## src/rtl/seg7_pkg.sv

```systemverilog
// Shared constants for the seven-segment scanner: digit patterns (active-low,
// seg[0]=a .. seg[6]=g), blank/dash patterns and counter sizing.
package seg7_pkg;

  localparam int NUM_DIGITS = 4;
  localparam int DIV_W      = 16;

  localparam logic [6:0] SEG_0 = 7'b1000000;
  localparam logic [6:0] SEG_1 = 7'b1111001;
  localparam logic [6:0] SEG_2 = 7'b0100100;
  localparam logic [6:0] SEG_3 = 7'b0110000;
  localparam logic [6:0] SEG_4 = 7'b0011001;
  localparam logic [6:0] SEG_5 = 7'b0010010;
  localparam logic [6:0] SEG_6 = 7'b0000010;
  localparam logic [6:0] SEG_7 = 7'b1111000;
  localparam logic [6:0] SEG_8 = 7'b0000000;
  localparam logic [6:0] SEG_9 = 7'b0010000;

  localparam logic [6:0] SEG_BLANK = 7'b1111111;
  localparam logic [6:0] SEG_DASH  = 7'b0111111;

endpackage

```

## src/rtl/bcd_to_seg7.sv

```systemverilog
// Combinational BCD to active-low seven-segment decode; codes A..F show a dash.
module bcd_to_seg7
  import seg7_pkg::*;
(
  input  logic [3:0] i_bcd,
  output logic [6:0] o_seg
);

  always_comb begin
    o_seg = SEG_DASH;
    case (i_bcd)
      4'd0:    o_seg = SEG_0;
      4'd1:    o_seg = SEG_1;
      4'd2:    o_seg = SEG_2;
      4'd3:    o_seg = SEG_3;
      4'd4:    o_seg = SEG_4;
      4'd5:    o_seg = SEG_5;
      4'd6:    o_seg = SEG_6;
      4'd7:    o_seg = SEG_7;
      4'd8:    o_seg = SEG_8;
      4'd9:    o_seg = SEG_9;
      default: o_seg = SEG_DASH;
    endcase
  end

endmodule

```

## src/rtl/seg7_scan.sv

```systemverilog
// Four-digit common-anode display scanner with per-frame snapshot and one
// blank cycle per digit slot. Optional leading-zero blanking: SEG7_LZB_EN.
module seg7_scan
  import seg7_pkg::*;
#(
  parameter int DIGIT_CYCLES = 12_500
) (
  input  logic                      i_clk,
  input  logic                      i_reset,
  input  logic                      i_en,
  input  logic [4*NUM_DIGITS-1:0]   i_bcd_in,
  input  logic [NUM_DIGITS-1:0]     i_dp_in,
  output logic [6:0]                o_seg,
  output logic                      o_dp,
  output logic [NUM_DIGITS-1:0]     o_an,
  output logic                      o_frame_tick
);

  localparam logic [DIV_W-1:0] DIV_LAST = DIV_W'(DIGIT_CYCLES - 1);
  localparam logic [DIV_W-1:0] DIV_ONE  = DIV_W'(1);

  logic [DIV_W-1:0]          r_div;
  logic [1:0]                r_idx;
  logic [4*NUM_DIGITS-1:0]   r_snap;
  logic [NUM_DIGITS-1:0]     r_dpSnap;
  logic [6:0]                r_seg;
  logic                      r_dp;
  logic [NUM_DIGITS-1:0]     r_an;
  logic                      r_frameTick;

  logic                      w_divZero;
  logic                      w_divWrap;
  logic                      w_snapLoad;
  logic [3:0]                w_digit;
  logic [6:0]                w_segPat;
  logic                      w_lzBlank;

  assign w_divZero  = (r_div == '0);
  assign w_divWrap  = (r_div == DIV_LAST);
  assign w_snapLoad = i_en && w_divZero && (r_idx == 2'd0);
  assign w_digit    = r_snap[{r_idx, 2'b00} +: 4];

  bcd_to_seg7 u_decode (
    .i_bcd (w_digit),
    .o_seg (w_segPat)
  );

`ifdef SEG7_LZB_EN
  // A digit goes dark only if it and every digit above it are zero.
  always_comb begin
    w_lzBlank = 1'b0;
    case (r_idx)
      2'd3:    w_lzBlank = (r_snap[15:12] == 4'd0) && !r_dpSnap[3];
      2'd2:    w_lzBlank = (r_snap[15:8]  == 8'd0) && !r_dpSnap[2];
      2'd1:    w_lzBlank = (r_snap[15:4]  == 12'd0) && !r_dpSnap[1];
      default: w_lzBlank = 1'b0;
    endcase
  end
`else
  assign w_lzBlank = 1'b0;
`endif

  // Registers update on the falling edge to line up with the upstream timer.
  always_ff @(negedge i_clk) begin
    if (i_reset) begin
      r_div       <= '0;
      r_idx       <= 2'd0;
      r_snap      <= '0;
      r_dpSnap    <= '0;
      r_an        <= '1;
      r_seg       <= SEG_BLANK;
      r_dp        <= 1'b1;
      r_frameTick <= 1'b0;
    end else begin
      r_frameTick <= w_snapLoad;
      if (w_snapLoad) begin
        r_snap   <= i_bcd_in;
        r_dpSnap <= i_dp_in;
      end
      if (i_en) begin
        if (w_divWrap) begin
          r_div <= '0;
          r_idx <= r_idx + 2'd1;
        end else begin
          r_div <= r_div + DIV_ONE;
        end
      end
      if (!i_en || w_divZero || w_lzBlank) begin
        r_an  <= '1;
        r_seg <= SEG_BLANK;
        r_dp  <= 1'b1;
      end else begin
        r_an  <= ~(4'b0001 << r_idx);
        r_seg <= w_segPat;
        r_dp  <= ~r_dpSnap[r_idx];
      end
    end
  end

  assign o_an         = r_an;
  assign o_seg        = r_seg;
  assign o_dp         = r_dp;
  assign o_frame_tick = r_frameTick;

endmodule

```

## config.mk

```make
export PLATFORM = sky130hd
export DESIGN_NAME = seg7_scan
export DESIGN_NICKNAME = d
export VERILOG_FILES = /design/src/rtl/seg7_pkg.sv /design/src/rtl/bcd_to_seg7.sv /design/src/rtl/seg7_scan.sv
export SDC_FILE = /design/constraint.sdc
export NUM_CORES = 1
export LEC_CHECK = 0
export CORE_ASPECT_RATIO = 0.7
export CORE_UTILIZATION = 39
export DETAILED_ROUTE_END_ITERATION = 10
export HOLD_SLACK_MARGIN = 0.12
export PLACE_DENSITY = 0.72
export SLEW_MARGIN = 25
export SYNTH_ARGS = -nofsm -noshare
export SYNTH_HDL_FRONTEND = slang
export SYNTH_SLANG_ARGS = --single-unit
```

## constraint.sdc

```tcl
create_clock -name i_clk -period 2.42 [get_ports i_clk]
set_clock_uncertainty 0.1 [all_clocks]
set_input_delay 0.484 -clock i_clk [delete_from_list [all_inputs] [get_ports i_clk]]
set_output_delay 0.484 -clock i_clk [all_outputs]
set_load 0.02 [all_outputs]
```

==> results of run 1 <==
[placed cells by master (no fill, tap or decap), types with 4 or more instances in the layout]
master and n:
inv_1 58, dfxtp_1 38, a21oi_1 25, o21ai_1 24
nand3_2 20, clkdlybuf4s50_1 20, buf_6 14, dfxtp_2 13
ha_1 12, buf_4 12, nand2_1 10, nand4_1 7
nor2_1 7, o21ai_0 6, xnor2_1 6, nor2_2 6
xor2_1 6, nor3_1 5, a21oi_2 5, nor2_4 5
mux4_2 5, clkbuf_8 5, nand3_1 4
[flip-flops by register name (all words and copies together) (netlist names)]
name          flops
o_an              4
r_idx             2
o_seg             7
r_div            16
r_snap           16
o_dp              1
o_frame_tick      1
r_dpSnap          4
[repair_timing]
| item | 4_1_cts | 5_1_grt |
|---|---|---|
| cloned | 1 | 1 |
| pin swaps | 0 | 4 |
| setup endpoints to repair | 64 | 32 |
| resized for setup | 106 | 24 |
| buffers inserted | 1 | 1 |
[path summary, 6_finish.rpt]
check	from	end	slack, ns	cells past startpoint
setup / recovery	o_seg[1]	o_seg[1]	-0.17	1
hold / removal	r_snap[14]	r_snap[14]	0.38	2
setup reg to reg	r_idx[0]	o_seg[3]	0.35	5
hold reg to reg	r_snap[14]	r_snap[14]	0.38	2
[logic make-up after synthesis]
family	count (synthesis)	synth area share, %
compound gates	64	14.30
flops	51	42.28
buf+inv	28	5.648
xor+xnor	12	4.352
simple gates	93	22.12
fa+ha+maj	12	6.217
mux	6	5.078
[stage by stage]
step	utilization, %	total power [mW]	instances	TNS (ns)
CTS	58.19	2.176	432	-3.343
finish	59.07	2.149	432	-3.860
global route	59.07	2.332	432	-4.682
detailed placement	51.42	1.338	372	-44.36
global placement	51.42	1.328	372	-42.82
floorplan	-	1.242	266	-7.372
[power groups by stage]
stage | sequential (mW) | combinational (mW) | clock, mW
after global placement | 0.913 | 0.284 | 0.131
after floorplan | 0.920 | 0.191 | 0.131
after global routing | 0.907 | 0.342 | 1.08
final | 0.906 | 0.314 | 0.928
after detailed placement | 0.914 | 0.292 | 0.131
after CTS | 0.905 | 0.306 | 0.965
[routing by layer]
layer	global-route usage [%]	share of wire, %	vias to the layer above
met2	29.52	45	71
met1	26.25	49	1108
met4	8.955	0.89	0
met5	0	0	-
met3	8.444	4.6	12
li1	-	-	1122
[final cells by class]
type	count	share of cell area (%)
clock inverter	54	6.744
multi-input combinational	187	42.17
clock buffer	5	1.994
tap	75	2.719
sequential	51	30.06
inverter	8	0.8702
timing repair buffer	52	15.45
==> results.md, run 1 <==
- The flow ran to the end, but the final reports show violations.
- The checks that failed: negative setup slack.
- For this run, the post-layout net count is 391.
- Of all flip-flops after synthesis, the portion carrying an async set or reset was 0%.
- The analysis attributes to net switching a power of 0.7043 mW.
- The largest delay contributor family on the critical path is flip-flops.
- The number of global-route vias before repair is 2267.
- In this design, the stage delay of the slowest critical-path cell is 0.31 ns.
- STA classifies the critical path endpoint as an output pin.
- The core region is 0.005842 mm2.
- Yosys attributes the largest share of cell area to dfxtp_1 42%, ha_1 6.2%, a21oi_1 6.0%.
- The type of the most critical hold path is reg2reg.
- The clock group share of total power is 43.2%.
- The mean instance size in the synthesized netlist is 9.078 um2.
- The residual DRC count is 0.
- The max-capacitance violation count is 0.
- The library cell contributing the largest single delay on the critical path is dfxtp_2.
- The first-pass GRT wire length is 10030 um.
- The remaining number of nets flagged by the antenna check after routing is 0.
- The number of antenna diodes in the final layout is 0.
- Buffers placed on the I/O ports in this run total 35.
- Among all flip-flop cells after synthesis, the most frequent one is dfxtp_1.
- After the first detailed-routing iteration, the DRC count stood at 124.
- The commonest cells after synthesis are 51 x dfxtp_1, 29 x a21oi_1, 25 x o21ai_0.
- The maximum fanout encountered on the critical timing path is 1.
- The overall routing resource usage is 20.27%.
- The congestion estimate from routability-driven global placement came to 0.8097.
- Of the cells placed in the final design, the portion with a size suffix greater than 1 is 31.37%.
- The worst pin sits at a relative slew slack of 68.18%.
- Walking the worst path, the cells encountered are buf_6.
- Yosys mapped a number of flops with a built-in enable equal to 0.
- The count of TritonRoute iterations in the first routing pass is 4.
- Dividing the detail-routed via count by the number of cells gives 5.354.
- For this design the static power due to leakage is 1.410 nW.
- The share of synthesized area occupied by flip-flops and latches is 42.28%.
- The clock reaches the later pin of the worst-skew pair after 0.38 ns.
- After clock tree synthesis, the flow added hold-fix buffers numbering 0.
- In the post-synthesis netlist, the cell with the most instances is dfxtp_1.
- The detailed placement HPWL is 3807 um.
- The top cell type by area accounts for 42.28% of the synthesized area.
- The worst setup path is launched from a flop.
- The number of antenna violations at the first check in global routing came to 0.
- The average wire per standard cell is 14.03 um.
- The net switching fraction of the power is 32.78%.
- Summing over every cut layer, the via total after detailed routing is 2313.
- The worst-case IR drop observed on VDD is 0.0003466 V.
- After global routing the overflow that remains totals 0.
- The final layout contains routed wiring with a total length of 6062 um.
- The final number of max-transition violations is 0.
- Summing all multi-input logic gate instances after layout gives 0.001455 mm2.
- The initialized floorplan defines 23 standard-cell rows.
- The count of endpoints failing setup in the final report is 31.
- Counting every instance in the synthesized netlist gives 266.
- Synthesis produced a netlist with a net count of 301.
- Counting both buffers and inverters, the worst setup path holds a total of 1.
- The TritonCTS clock tree is built.
- Timing analysis after detailed placement gives a worst setup slack of -0.9311 ns.
- Of the total power, combinational logic draws 14.6%.
- For this design the ratio of total power to cell area is 622.7 mW/mm2.
- The cell accounting for the most synthesized area is dfxtp_1.
- From synthesis to final layout, the design area changed by 42.90%.
- In this run the horizontal extent of the chip is 96.05 um.
- CTS saw 51 sinks.
- Setup repair after global routing could not meet its margin everywhere.
- Registers take 0.001037 mm2.
- In the post-route analysis, the smallest setup slack over all paths is -0.1742 ns.
- The number of distinct library cell variants in the gate-level netlist after synthesis is 43.
- Measured along the y axis, the die boundary spans 67.84 um.
- The slew at the pin closest to its max-slew limit is 0.4736 ns.
- The number of hold violations in the final report is 0.
- The die covers 0.006516 mm2.
- The count of warnings emitted by yosys is 0.
- The largest net degree at the start of global routing is 21.
- Cell internal power was estimated by the tool at 1.445 mW.
- Synthesis inferred 51 register bits.
- Sequential cells burn 42.2% of the power.
- Clock-pin slew was measured on the worst setup and hold paths at 0.04 ns.
- Clock tree synthesis selected as its root buffer the cell clkbuf_8.
- The worst-case clock buffer depth is 2.
- The total standard cell area after synthesis is 0.002415 mm2.
- The post-route standard cell area excluding fillers is 0.003451 mm2.
- The H-tree was split into 2 levels.
- Fill cells in the final layout number 509.
- The starting utilization of the core area is 41.34%.
- On the final layout, the worst hold slack is 0.3798 ns.
- The data required time of the critical path is 1.84 ns.
- The worst setup path is of the reg2out kind.
- The I/O pin count is 36.
- The clock buffer count from CTS is 5.
- The placed cell area is 0.003004 mm2.
- STA puts the critical path data arrival time at 2.01 ns.
No activity file was read; power rests on OpenSTA's default activity.
==> run 2: changes to the inputs <==
--- a/config.mk
+++ b/config.mk
@@ -6,10 +6,11 @@
 export NUM_CORES = 1
 export LEC_CHECK = 0
 export CORE_ASPECT_RATIO = 0.7
+export CORE_MARGIN = 2
 export CORE_UTILIZATION = 39
+export CTS_CLUSTER_SIZE = 24
 export DETAILED_ROUTE_END_ITERATION = 10
 export HOLD_SLACK_MARGIN = 0.12
-export PLACE_DENSITY = 0.72
 export SLEW_MARGIN = 25
 export SYNTH_ARGS = -nofsm -noshare
 export SYNTH_HDL_FRONTEND = slang
==> run 2 against run 1 <==
Net effect: the flow still finishes with violations (negative setup slack); non-clock buffer count increased by 1; register-to-register slack got worse by 0.03 ns; largest power group is now sequential cells; utilization decreased by 0.69 points.
==> results.md, run 2 (synthesis gave the netlist of run 1 again) <==
- The largest net degree at the start of global routing is 21.
- The final number of max-transition violations is 0.
- The relative max-transition margin is 67.10%.
- The slowest stage of the critical path belongs to the cell dfxtp_2.
- On the critical path the largest part of the delay comes from flip-flops.
- Relative to the synthesized area, the layout overhead comes to 41.24%.
- For this configuration, the core starts out at a cell density of 41.34%.
- The TritonCTS clock tree is built.
- The worst register-to-register path has a setup slack of 0.32 ns.
- Together, buffers and inverters on the worst path number 1.
- The worst hold slack after final layout is 0.3694 ns.
- Tracing the worst setup path back leads to its startpoint at o_dp.
- The worst-case reg-to-reg path depth is 5.
- Once layout is complete, the cells apart from fillers number 434.
- The type of the most critical hold path is reg2reg.
- The number of clock buffers added by TritonCTS is 5.
- Routability-driven placement finished with a final weighted congestion of 0.7823.
- The detailed router finished its first iteration with 94 violations.
- Summed over all nets, the half-perimeter wirelength after detailed placement is 3864 um.
- The root buffer cell is clkbuf_8.
- The number of antenna violations at the first check in global routing came to 0.
- Before antenna repair, the detailed router went through 4 iterations.
- Total power for the finished layout comes to 2.044 mW.
- The data required time of the critical path is 1.84 ns.
- Port buffering added 35 buffers.
- Global routing finished with a remaining overflow of 0.
- The most frequent standard cell in the layout excluding fill and tap cells is inv_1.
- The final reports fail on negative setup slack.
- For this design the ratio of total power to cell area is 599.3 mW/mm2.
- After routing the design area is 0.003411 mm2.
- The number of global-route vias before repair is 2226.
- The setup slack at placement is -0.9834 ns.
- The type of origin of the critical path is a flop.
- The peak ir drop on the vdd network is 0.0002414 V.
- Summing over every cut layer, the via total after detailed routing is 2213.
- The top cell types in the final layout, fill and taps aside, are 59 x inv_1, 38 x dfxtp_1, 26 x a21oi_1.
- The filler cell count is 528.
- Max-cap violations in this run came to 0.
- The antenna cell count is 0.
- The worst setup path is of the reg2out kind.
- The delay of the slowest cell on the worst path is 0.31 ns.
- The critical path goes through buf_6.
- During I/O placement, the number of pins put on the boundary was 36.
- The first global-routing pass estimated 9791 um of wire.
- In this run the worst setup path terminates at o_dp.
- The clock insertion delay at the later pin of the skew report is 0.38 ns.
- For the pin with the worst max-slew slack, the measured transition is 0.4897 ns.
- In this run the static leakage power is 1.422 nW.
- The startpoint of the lowest-slack register-to-register path is r_idx[0].
- The total detailed-routing wirelength is 6079 um.
- The type of element capturing the critical path is an output pin.
- The run finished, with violations left.
- Using the TritonRoute via totals, the vias-per-cell ratio works out to 5.099.
- Once routing completed, OpenROAD measured the worst setup slack at -0.1703 ns.
- The post-route netlist has 27.86% of its cells at a drive strength greater than 1.
- The placed instances occupy a cell area of 0.003004 mm2.
- In the routed design, unresolved DRC markers number 0.
- In this run the standard cell core region covers 0.005842 mm2.
- The count of endpoints failing setup in the final report is 18.
- The maximum fanout encountered on the critical timing path is 1.
- Dividing the detail-routed wire length by the instance count gives 14.01 um.
- The remaining number of nets flagged by the antenna check after routing is 0.
- In this run the critical register-to-register path is captured at o_seg[0].
- In the final layout, the multi-input gates occupy 0.001420 mm2.
- The overall die area is 0.006847 mm2.
- Data on the critical path arrives at its endpoint at 2.01 ns.
- The critical path depth in cells is 1.
- The number of nets in the final layout is 393.
- The die is 69.84 um tall.
- Setup repair after global routing could not meet its margin everywhere.
- The overall routing resource usage is 17.46%.
- Once placement completed, the tool counted placed cells totaling 372.
- The number of hold violations in the final report is 0.
- The number of clock sinks seen by CTS is 51.
- In the final layout, flip-flops and latches occupy 0.001037 mm2.
- After clock tree synthesis, the clock-pin slew on the worst setup and hold paths is 0.03 ns.
- No sink is reached through more buffers than the 2 on the longest clock path.
- The die is 98.05 um wide.
- The number of H-tree branching levels is 2.
- The number of rows in the core area is 23.
## run 2: cell types whose count changed in the layout (fill, tap and decap cells not counted), sizes merged
cell | before | now
inv | 60 | 62
and2 | 1 | 2
bufinv | 1 | 0
clkinvlp | 1 | 0
dlygate4sd2 | 0 | 1
## run 2: repair_timing
| item | CTS | global route |
|---|---|---|
| setup endpoints to repair | 64 | 34 |
| hold buffers | 0 | 0 |
| buffers inserted | 2 | 0 |
| cloned | 1 | 2 |
| pin swaps | 2 | 2 |
| gates resized for setup | 101 | 10 |
## run 2: worst min path at each step
| stage | startpoint | to | slack [ns] | cells after the start |
|---|---|---|---|---|
| after CTS | r_snap[11] | r_snap[11] | 0.37 | 2 |
| after floorplan | r_snap[11] | r_snap[11] | 0.35 | 2 |
| after global placement | r_dpSnap[0] | r_dpSnap[0] | 0.36 | 2 |
| final | r_snap[11] | r_snap[11] | 0.37 | 2 |
| after detailed placement | r_snap[11] | r_snap[11] | 0.37 | 2 |
| after global routing | r_snap[11] | r_snap[11] | 0.40 | 2 |
## run 2: through the flow
stage                     util [%]  TNS (ns)
final                        58.39    -2.261
after global routing         58.39    -2.913
after CTS                    57.23    -2.520
after detailed placement     51.42    -47.87
after global placement       51.42    -47.05
after floorplan                  -    -7.372
## run 2: area by class of cell
cell class	instances	share of cell area, %
Inverter	8	0.8804
Multi-Input combinational cell	188	41.64
Tap cell	75	2.751
Timing Repair Buffer	53	16.21
Sequential cell	51	30.41
Clock buffer	5	2.018
Clock inverter	54	6.090
## run 2: worst reg2reg max path, delay by kind of cell (launching register included)
family | cells | cell delay, ns
flip-flops | 1 | 0.54
adder cells (fa/ha/maj) | 1 | 0.21
multiplexers | 1 | 0.63
AND/OR/NAND/NOR | 1 | 0.22
AO/OA/AOI/OAI | 2 | 0.28
## run 2: power breakdown
| part | internal, mW | switching (mW) |
|---|---|---|
| Sequential | 0.885 | 0.0212 |
| Clock | 0.312 | 0.514 |
| Combinational | 0.147 | 0.165 |
| Total | 1.34 | 0.700 |
## run 2: layer usage
metal	up-vias	routed length, um	GRT usage, %
met5	-	0	0
met4	0	34	8.025
met3	7	290	7.258
met2	51	2640	23.44
met1	1029	3114	24.07
li1	1126	-	-
